### config.mk
export PLATFORM = sky130hd
export DESIGN_NAME = mdio_peripheral
export DESIGN_NICKNAME = d
export VERILOG_FILES = /design/src/rtl/mdio_pkg.sv /design/src/rtl/mdc_edge_det.sv /design/src/rtl/mdio_peripheral.sv
export SDC_FILE = /design/constraint.sdc
export NUM_CORES = 1
export LEC_CHECK = 0
export CAP_MARGIN = 40
export CORE_ASPECT_RATIO = 0.8
export CORE_UTILIZATION = 50
export CTS_BUF_LIST = sky130_fd_sc_hd__clkbuf_16
export CTS_CLUSTER_SIZE = 16
export DETAILED_ROUTE_END_ITERATION = 6
export PLACE_DENSITY = 0.72
export SLEW_MARGIN = 20
export SYNTH_ARGS = -nofsm -noshare
export SYNTH_HDL_FRONTEND = slang
export SYNTH_SLANG_ARGS = --single-unit
### constraint.sdc
create_clock -name clk -period 2.3 [get_ports clk]
set_clock_uncertainty 0.2 [all_clocks]
set_input_delay 0.46 -clock clk [delete_from_list [all_inputs] [get_ports clk]]
set_output_delay 0.46 -clock clk [all_outputs]
set_load 0.01 [all_outputs]
### src/rtl/mdio_pkg.sv
// Shared definitions for the Clause-22 MDIO management-device slice:
// FSM states, opcodes, field widths and fixed frame positions.
package mdio_pkg;

  typedef enum logic [3:0] {
    S_IDLE,
    S_ST,
    S_OP,
    S_ADDR,
    S_TAW,
    S_WDATA,
    S_TA2,
    S_RDATA,
    S_SKIP
  } mdio_state_e;

  localparam logic [1:0] OP_WRITE = 2'b01;
  localparam logic [1:0] OP_READ  = 2'b10;

  localparam int PHYAD_W   = 5;
  localparam int REGAD_W   = 5;
  localparam int DATA_W    = 16;
  localparam int FRAME_LEN = 32;
  localparam int ADDR_W    = PHYAD_W + REGAD_W;

  // Bit positions inside the 32-bit frame (bit 0 is the first ST bit).
  localparam logic [4:0] POS_OP_LAST   = 5'd3;
  localparam logic [4:0] POS_ADDR_LAST = 5'd13;
  localparam logic [4:0] POS_TA_FIRST  = 5'd14;
  localparam logic [4:0] POS_TA_LAST   = 5'd15;
  localparam logic [4:0] POS_LAST      = 5'(FRAME_LEN - 1);

endpackage

### src/rtl/mdc_edge_det.sv
// Turns the oversampled management clock into single-clk rise/fall pulses.
module mdc_edge_det (
  input  logic clk,
  input  logic mdc,
  output logic rise,
  output logic fall
);

  logic mdc_q;

  // Tracks mdc even during reset so no phantom edge appears on release.
  always_ff @(posedge clk) begin
    mdc_q <= mdc;
  end

  assign rise = mdc & ~mdc_q;
  assign fall = ~mdc & mdc_q;

endmodule

### src/rtl/mdio_peripheral.sv
// PHY-side Clause-22 MDIO frame decoder with a simple register-file port;
// samples on mdc rise, drives mdio_in on mdc fall during read data.
module mdio_peripheral
  import mdio_pkg::*;
#(
  parameter logic [PHYAD_W-1:0] PHY_ADDR = 5'd31
) (
  input  logic               clk,
  input  logic               reset,
  input  logic               mdc,
  input  logic               mdio_oe,
  input  logic               mdio_out,
  output logic               mdio_in,
  output logic [REGAD_W-1:0] reg_addr,
  output logic [DATA_W-1:0]  reg_wdata,
  output logic               reg_we,
  output logic               reg_rd,
  input  logic [DATA_W-1:0]  reg_rdata
);

  logic rise, fall;

  mdio_state_e        state, state_n;
  logic [4:0]         bit_cnt, cnt_n;
  logic [1:0]         op_q, op_n;
  logic [ADDR_W-1:0]  addr_sr, addr_n, addr_full;
  logic [DATA_W-1:0]  data_sr, data_n, data_full;
  logic [DATA_W-1:0]  tx_sr, tx_n;
  logic               rd_pend;
  logic               mdio_in_n;
  logic [REGAD_W-1:0] reg_addr_n;
  logic [DATA_W-1:0]  reg_wdata_n;
  logic               we_n, rd_n;

  mdc_edge_det u_edge (
    .clk  (clk),
    .mdc  (mdc),
    .rise (rise),
    .fall (fall)
  );

  assign addr_full = {addr_sr[ADDR_W-2:0], mdio_out};
  assign data_full = {data_sr[DATA_W-2:0], mdio_out};

  always_ff @(posedge clk) begin
    if (!reset) begin
      state     <= S_IDLE;
      bit_cnt   <= '0;
      op_q      <= '0;
      addr_sr   <= '0;
      data_sr   <= '0;
      tx_sr     <= '0;
      rd_pend   <= 1'b0;
      mdio_in   <= 1'b1;
      reg_addr  <= '0;
      reg_wdata <= '0;
      reg_we    <= 1'b0;
      reg_rd    <= 1'b0;
    end else begin
      state     <= state_n;
      bit_cnt   <= cnt_n;
      op_q      <= op_n;
      addr_sr   <= addr_n;
      data_sr   <= data_n;
      tx_sr     <= tx_n;
      rd_pend   <= reg_rd;
      mdio_in   <= mdio_in_n;
      reg_addr  <= reg_addr_n;
      reg_wdata <= reg_wdata_n;
      reg_we    <= we_n;
      reg_rd    <= rd_n;
    end
  end

  // Read data arrives one clk after reg_rd, so capture it on the cycle after.
  always_comb begin
    state_n     = state;
    cnt_n       = bit_cnt;
    op_n        = op_q;
    addr_n      = addr_sr;
    data_n      = data_sr;
    tx_n        = rd_pend ? reg_rdata : tx_sr;
    mdio_in_n   = mdio_in;
    reg_addr_n  = reg_addr;
    reg_wdata_n = reg_wdata;
    we_n        = 1'b0;
    rd_n        = 1'b0;

    case (state)
      S_IDLE: begin
        if (rise && mdio_oe && !mdio_out) begin
          state_n = S_ST;
          cnt_n   = 5'd1;
        end
      end
      S_ST: begin
        if (rise && mdio_oe && mdio_out) begin
          state_n = S_OP;
          cnt_n   = 5'd2;
        end
      end
      S_OP: begin
        if (rise) begin
          if (!mdio_oe) begin
            state_n = S_IDLE;
          end else begin
            cnt_n = bit_cnt + 5'd1;
            op_n  = {op_q[0], mdio_out};
            if (bit_cnt == POS_OP_LAST)
              state_n = ({op_q[0], mdio_out} inside {OP_WRITE, OP_READ}) ? S_ADDR : S_SKIP;
          end
        end
      end
      S_ADDR: begin
        if (rise) begin
          if (!mdio_oe) begin
            state_n = S_IDLE;
          end else begin
            cnt_n  = bit_cnt + 5'd1;
            addr_n = addr_full;
            if (bit_cnt == POS_ADDR_LAST) begin
              if (addr_full[ADDR_W-1:REGAD_W] != PHY_ADDR) begin
                state_n = S_SKIP;
              end else if (op_q == OP_READ) begin
                rd_n       = 1'b1;
                reg_addr_n = addr_full[REGAD_W-1:0];
                state_n    = S_TA2;
              end else begin
                state_n = S_TAW;
              end
            end
          end
        end
      end
      S_TAW: begin
        if (rise) begin
          if (!mdio_oe) begin
            state_n = S_IDLE;
          end else begin
            cnt_n = bit_cnt + 5'd1;
            if (mdio_out != (bit_cnt == POS_TA_FIRST))
              state_n = S_SKIP;
            else if (bit_cnt == POS_TA_LAST)
              state_n = S_WDATA;
          end
        end
      end
      S_WDATA: begin
        if (rise) begin
          if (!mdio_oe) begin
            state_n = S_IDLE;
          end else begin
            cnt_n  = bit_cnt + 5'd1;
            data_n = data_full;
            if (bit_cnt == POS_LAST) begin
              we_n        = 1'b1;
              reg_wdata_n = data_full;
              reg_addr_n  = addr_sr[REGAD_W-1:0];
              state_n     = S_IDLE;
            end
          end
        end
      end
      S_TA2: begin
        if (rise) begin
          if (mdio_oe) begin
            mdio_in_n = 1'b1;
            state_n   = S_IDLE;
          end else begin
            cnt_n = bit_cnt + 5'd1;
          end
        end else if (fall && bit_cnt == POS_TA_LAST) begin
          mdio_in_n = 1'b0;
          state_n   = S_RDATA;
        end
      end
      // The counter wraps to 0 on the last data rise, marking the release fall.
      S_RDATA: begin
        if (rise) begin
          if (mdio_oe) begin
            mdio_in_n = 1'b1;
            state_n   = S_IDLE;
          end else begin
            cnt_n = bit_cnt + 5'd1;
          end
        end else if (fall) begin
          if (bit_cnt == 5'd0) begin
            mdio_in_n = 1'b1;
            state_n   = S_IDLE;
          end else begin
            mdio_in_n = tx_sr[DATA_W-1];
            tx_n      = {tx_sr[DATA_W-2:0], 1'b0};
          end
        end
      end
      S_SKIP: begin
        if (rise) begin
          cnt_n = bit_cnt + 5'd1;
          if (bit_cnt == POS_LAST)
            state_n = S_IDLE;
        end
      end
      default: state_n = S_IDLE;
    endcase
  end

endmodule
Word-level counts from Yosys, hierarchy flattened
Cells that the tools add are included.

word-level totals
  register bits = 77
  input port bits = 21
  logic and storage cells = 144

operators by class
  $add $sub $neg = 1
  equal/unequal tests = 41
  muxes and demuxes = 57
  bitwise logic cells = 9
  reduce and logical (&&, ||, !) cells = 23

operators with widths
  kind                   count
  $mux W4                24
  $mux W16               5
  $mux W5                15
  $pmux W4 S9            1
  $ne A2 B2 Y1 const B   14
  $pmux W5 S5            1
  $eq A4 B3 Y1 const B   4
  $eq A5 B4 Y1 const B   3
  $ne A3 B3 Y1 const B   5
  $reduce_and A13 Y1     1
  $reduce_and A3 Y1      4
  $pmux W5 S2            1
  $reduce_and A9 Y1      1
  $eq A4 B2 Y1 const B   2
  $mux W1                8
  $reduce_and A4 Y1      2
  $reduce_and A8 Y1      1
  $not A1 Y1             7
  $ne A2 B1 Y1 const B   3
  $reduce_bool A2 Y1     3
  $reduce_or A6 Y1       1
  $add A5 B1 Y5 const B  1
  $eq A5 B2 Y1 const B   1
  $eq A5 B5 Y1 const B   1
  other kinds (17)       22

Longest topological paths before layout
  depth in word-level cells = 7
  depth in mapped cells = 9
  mapped depth without buffers = 8

Cells and area by module
Synthesis repeated with hierarchy kept, for this count alone.

unflattened totals
  cell total of the unflattened synthesis = 424
  area, all modules = 3,664.8 um^2

by module, submodules not included
  module           instances  cells each  area each (um^2)  sequential area each (um^2)
  mdio_peripheral  1          421         3,629.7           1,521.5
  mdc_edge_det     1          3           35.0              20.0

Worst setup path after synthesis
Ideal clock, no wire load.

  kind = input-to-reg
  start = input port mdc
  end = register state[3]
  setup time = 0.087 ns
  arrival = 1.908 ns
  data required time = 2.013 ns
  slack = 0.105 ns
  cell stages on the path = 7
  cell sequence = ha_1 buf_2 nand2_1 o211a_1 a2111oi_2 nand4b_2 o31ai_1

on the way
  cells in the longest elaborated chain, start to end = 5
  elaborated cells between the ends (all ways) = 21
  classes of those cells = 10 x eq/ne; 3 x mux; 3 x bitwise; 5 x reduce/logical

RTL lines
  what                                                           RTL line                                                              text
  start, declared                                                mdio_peripheral.sv:10                                                 input logic mdc,
  $not A1 Y1 / $and A1 B1 Y1 (equally long branches)             mdc_edge_det.sv:17, mdc_edge_det.sv:16
  $and A1 B1 Y1 / $logic_and A1 B1 Y1 (equally long branches)    mdc_edge_det.sv:17, mdio_peripheral.sv:91, mdio_peripheral.sv:97
  $logic_and A1 B1 Y1 (on tied branches)                         mdio_peripheral.sv:172, mdio_peripheral.sv:91, mdio_peripheral.sv:97
  $ne A3 B3 Y1 (no line) / $ne A2 B2 Y1 (equally long branches)  -
  $reduce_and A13 Y1 (no line)                                   -
  end signal, assigned                                           mdio_peripheral.sv:60                                                 state <= state_n;
  end, declared                                                  mdio_peripheral.sv:23                                                 mdio_state_e state, state_n;

Several ways; a longest one is shown, not always the timed one.
A chain may end at the register's enable or synchronous reset.

Worst setup path in the final report
  start = register state[0]
  end = register reg_wdata[0]

on the way
  cells in the longest elaborated chain, start to end = 2

RTL lines
  what                         RTL line               text
  $eq A4 B3 Y1                 mdio_peripheral.sv:89  case (state)
  $reduce_and A4 Y1 (no line)  -
  end signal, assigned         mdio_peripheral.sv:69  reg_wdata <= reg_wdata_n;
  end, declared                mdio_peripheral.sv:15  output logic [DATA_W-1:0] reg_wdata,

No other way between the ends.

==> metrics <==
outcome=complete, but fails checks; violated checks=DRC; clock sinks=77; Cell Rows=27; synthesized-area fraction occupied by xor and xnor cells=0.00956; data required time of the critical path=2.30 ns; initial core utilization=0.524; RSZ-0062 raised after global routing=no; sequential share of the synthesized area=0.421; routability congestion estimate from global placement=approximately 0.94; routed wirelength normalized by instance count=~15 µm; number of antenna violations at the first check in global routing=0; H-tree depth=3; netlist area before placement=3660 µm²; DRC=8; Simple-Gate Fraction of Synth Area=0.217; slowest stage cell, crit path=sky130_fd_sc_hd__dfxtp_1; Max-Slew Margin vs Limit=0.628; slew at the pin closest to its max-slew limit=0.553 ns; Leakage=1.73 nW; library cell occupying the most area in the post-synthesis netlist=sky130_fd_sc_hd__dfxtp_1; initial DRC count=231; Pre-antenna DRT Iters=7; main area contributors after synthesis=sky130_fd_sc_hd__dfxtp_1 42%, sky130_fd_sc_hd__mux2i_1 8.7%, sky130_fd_sc_hd__nand2_1 8.5%, sky130_fd_sc_hd__a21oi_1 6.0%, sky130_fd_sc_hd__nor2_1 3.6%; maximum count of clock buffers along a single path=2; Peak VDD IR=0.374 mV; Final Cycle Share=0.949; cell breakdown of the critical path=buf_4 -> and4bb_4 -> and3_1 -> nand2_2 -> nand2_1 -> a21oi_1; Most used DFF post-synth=sky130_fd_sc_hd__dfxtp_1; fmax=0.458 GHz; # setup viols final=0; number of enable-type register cells in the synthesized netlist=0; DP HPWL=5.87 mm; Total Routing Usage GR=0.238; instance count of the mapped netlist=between 400 and 500; post-synthesis mux area share=0.0935; post-route antenna net violation count=0; Finished Layout Cells=584; Yosys reg bits=77; fraction of the mapped netlist area in compound gates=0.182; net count of the mapped netlist=465; top cell type's share of synthesized area=0.421; Yosys cell types=53; number of global-route vias before repair=2,989; wire length of the first global-routing pass=approximately 15 mm; clock insertion delay at the later pin of the skew report=0.33 ns; CTS clk-pin slew, worst paths=roughly 0.060 ns; hold violation count in the final report=0; time the final worst path needs with I/O delays and setup=roughly 2.2 ns; stage delay of the slowest cell on the critical path=0.53 ns; multi-input gate area in the final layout=2010 µm²; number of buffers and inverters on the critical path=1; Clock Tree Root=sky130_fd_sc_hd__clkbuf_16; Yosys warning total=0; via count=between 3,000 and 4,000; proportion of register bits with asynchronous set or reset after synthesis=0; pin count of the biggest net entering global routing=66; routed wire length=8.79 mm; Total Die Area=7680 µm²; Final #Nets=~520; Post-CTS Setup Repair Bufs=0; Via density=5.70; TritonCTS clock tree=done; Congestion Overflow GR=0; count of boundary I/O pins=45; count of pins over their slew limit=0; CP startpoint kind=flop; standard cell core area=6990 µm²; average footprint of a synthesized cell=8.41 µm²; number of inserted filler cells in the final layout=603; Crit Path Max Fanout=17; arrival time of the worst setup path=2.19 ns; cell class contributing the biggest share of worst-path delay=simple AND/OR/NAND/NOR gates; Chip Width=97.7 µm; Hold Worst Slack=0.138 ns; number of buffers added by the clock tree synthesis step=9; list of most frequent post-synthesis cells=83 x sky130_fd_sc_hd__nand2_1, 77 x sky130_fd_sc_hd__dfxtp_1, 44 x sky130_fd_sc_hd__a21oi_1; Area growth, synth to finish=27.7%; class of the most critical hold timing path=in -> reg; most instantiated library cell after synthesis=sky130_fd_sc_hd__nand2_1; footprint of the flip-flops and latches=1540 µm²; number of buffers added to fix hold violations after cts=0; floorplan die height=just under 80 µm; CP Capture Type=flop; number of placed instances, taps included=568; maxcap violations=0; port buffer count=44; Synth Area in Adders=0.0273; share of final-layout standard cells stronger than drive strength 1=0.133; type of the setup path with the least slack=reg -> reg; largest family of logic cells by synthesized area=simple AND/OR/NAND/NOR gates; ratio of total power to cell area=611 nW/µm²; diodes inserted=0
## layer usage
metal  wire length [µm]  part of all wire  global-route usage  up-vias
li1                   -                 -                   -     1651
met1               4110              0.47               0.317     1565
met2               4050              0.46               0.384      100
met3                492             0.056              0.0525       15
met4                139             0.016              0.0818        0
met5                  0                 0                   0        -
## worst register-to-register path, delay by kind of cell, from the launching register on
kind | cells | cell delay [ns]
compound gates | 1 | 0.09
simple gates | 4 | 0.99
buf+inv | 1 | 0.25
flops | 1 | 0.53
## timing repair
action / CTS / global route
endpoints found under the setup margin: 10 / 15
pin swaps: 3 / 2
resized for setup: 5 / 11
cloned: 0 / 0
## kinds of logic after synthesis
family,after synthesis
xor gates and xnor gates,4
adders and majority gates,8
and+or+nand+nor,170
AOI/OAI and AO/OA,101
DFF,77
buffers and inverters,42
muxes,34
## cells in the final DEF (no fill, tap or decap), types with 3 or more instances in the layout
cell type                         netlist  routed
sky130_fd_sc_hd__nand3b_1               4       4
sky130_fd_sc_hd__inv_1                 11      10
sky130_fd_sc_hd__nand2_1               83      83
sky130_fd_sc_hd__a311oi_1               5       4
sky130_fd_sc_hd__buf_4                  3      31
sky130_fd_sc_hd__or3_1                  4       4
sky130_fd_sc_hd__and3_1                 4       4
sky130_fd_sc_hd__o21ai_0               10      10
sky130_fd_sc_hd__o32ai_1                3       3
sky130_fd_sc_hd__nor2_1                35      35
sky130_fd_sc_hd__nor3_1                 6       4
sky130_fd_sc_hd__a21oi_1               44      44
sky130_fd_sc_hd__clkdlybuf4s50_1        0      42
sky130_fd_sc_hd__a211oi_1              17      17
sky130_fd_sc_hd__nand3_1                9       9
sky130_fd_sc_hd__mux2i_1               32      32
sky130_fd_sc_hd__nand2b_1               5       5
sky130_fd_sc_hd__and3b_1                3       3
sky130_fd_sc_hd__clkbuf_16              0       9
sky130_fd_sc_hd__ha_1                   8       6
sky130_fd_sc_hd__dfxtp_1               77      76
sky130_fd_sc_hd__nand4b_1               3       3
## final timing paths
| kind | start | cells after the start | end | slack (ns) |
|---|---|---|---|---|
| min | mdc | 1 | u_edge.mdc_q | 0.14 |
| min reg2reg | reg_wdata[8] | 2 | reg_wdata[8] | 0.25 |
| max | state[0] | 6 | reg_wdata[0] | 0.12 |
| max reg2reg | state[0] | 6 | reg_wdata[0] | 0.12 |
## registers in the layout (all words and copies together), names as in the netlist
name	flops
reg_rd	1
tx_sr	16
mdio_in	1
reg_wdata	16
u_edge.mdc_q	1
op_q	2
reg_addr	5
state	4
reg_we	1
data_sr	15
bit_cnt	5
addr_sr	9
rd_pend	1
## where the power goes
part / switching (W) / internal [W]
combinational: 0.0000862 / 0.0000784
sequential: 0.00000952 / 0.00134
clock: 0.000599 / 0.000746
total: 0.000694 / 0.00216
## cell type report
cell class / count / share of cell area
multi-input cells: 317 / 0.430
clock buffers: 9 / 0.0481
inverters: 11 / 0.00882
flip-flops and latches: 77 / 0.330
clock inverters: 7 / 0.0123
well taps: 87 / 0.0233
repair buffers: 76 / 0.148
## through the flow
step | instance area [µm²] | utilization | worst slack, ns | total power, W | setup TNS [ns]
6_report | 4680 | 0.669 | 0.117 | 0.00286 | 0
5_1_grt | 4680 | 0.669 | 0.000947 | 0.00296 | 0
2_1_floorplan | 3660 | - | 0.105 | 0.00146 | 0
4_1_cts | 4630 | 0.662 | 0.0138 | 0.00288 | 0
3_5_place_dp | 4330 | 0.619 | -0.423 | 0.00154 | -13.31
3_3_place_gp | 4330 | 0.619 | -0.371 | 0.00154 | -11.99
(Power assumes the default switching activity.)
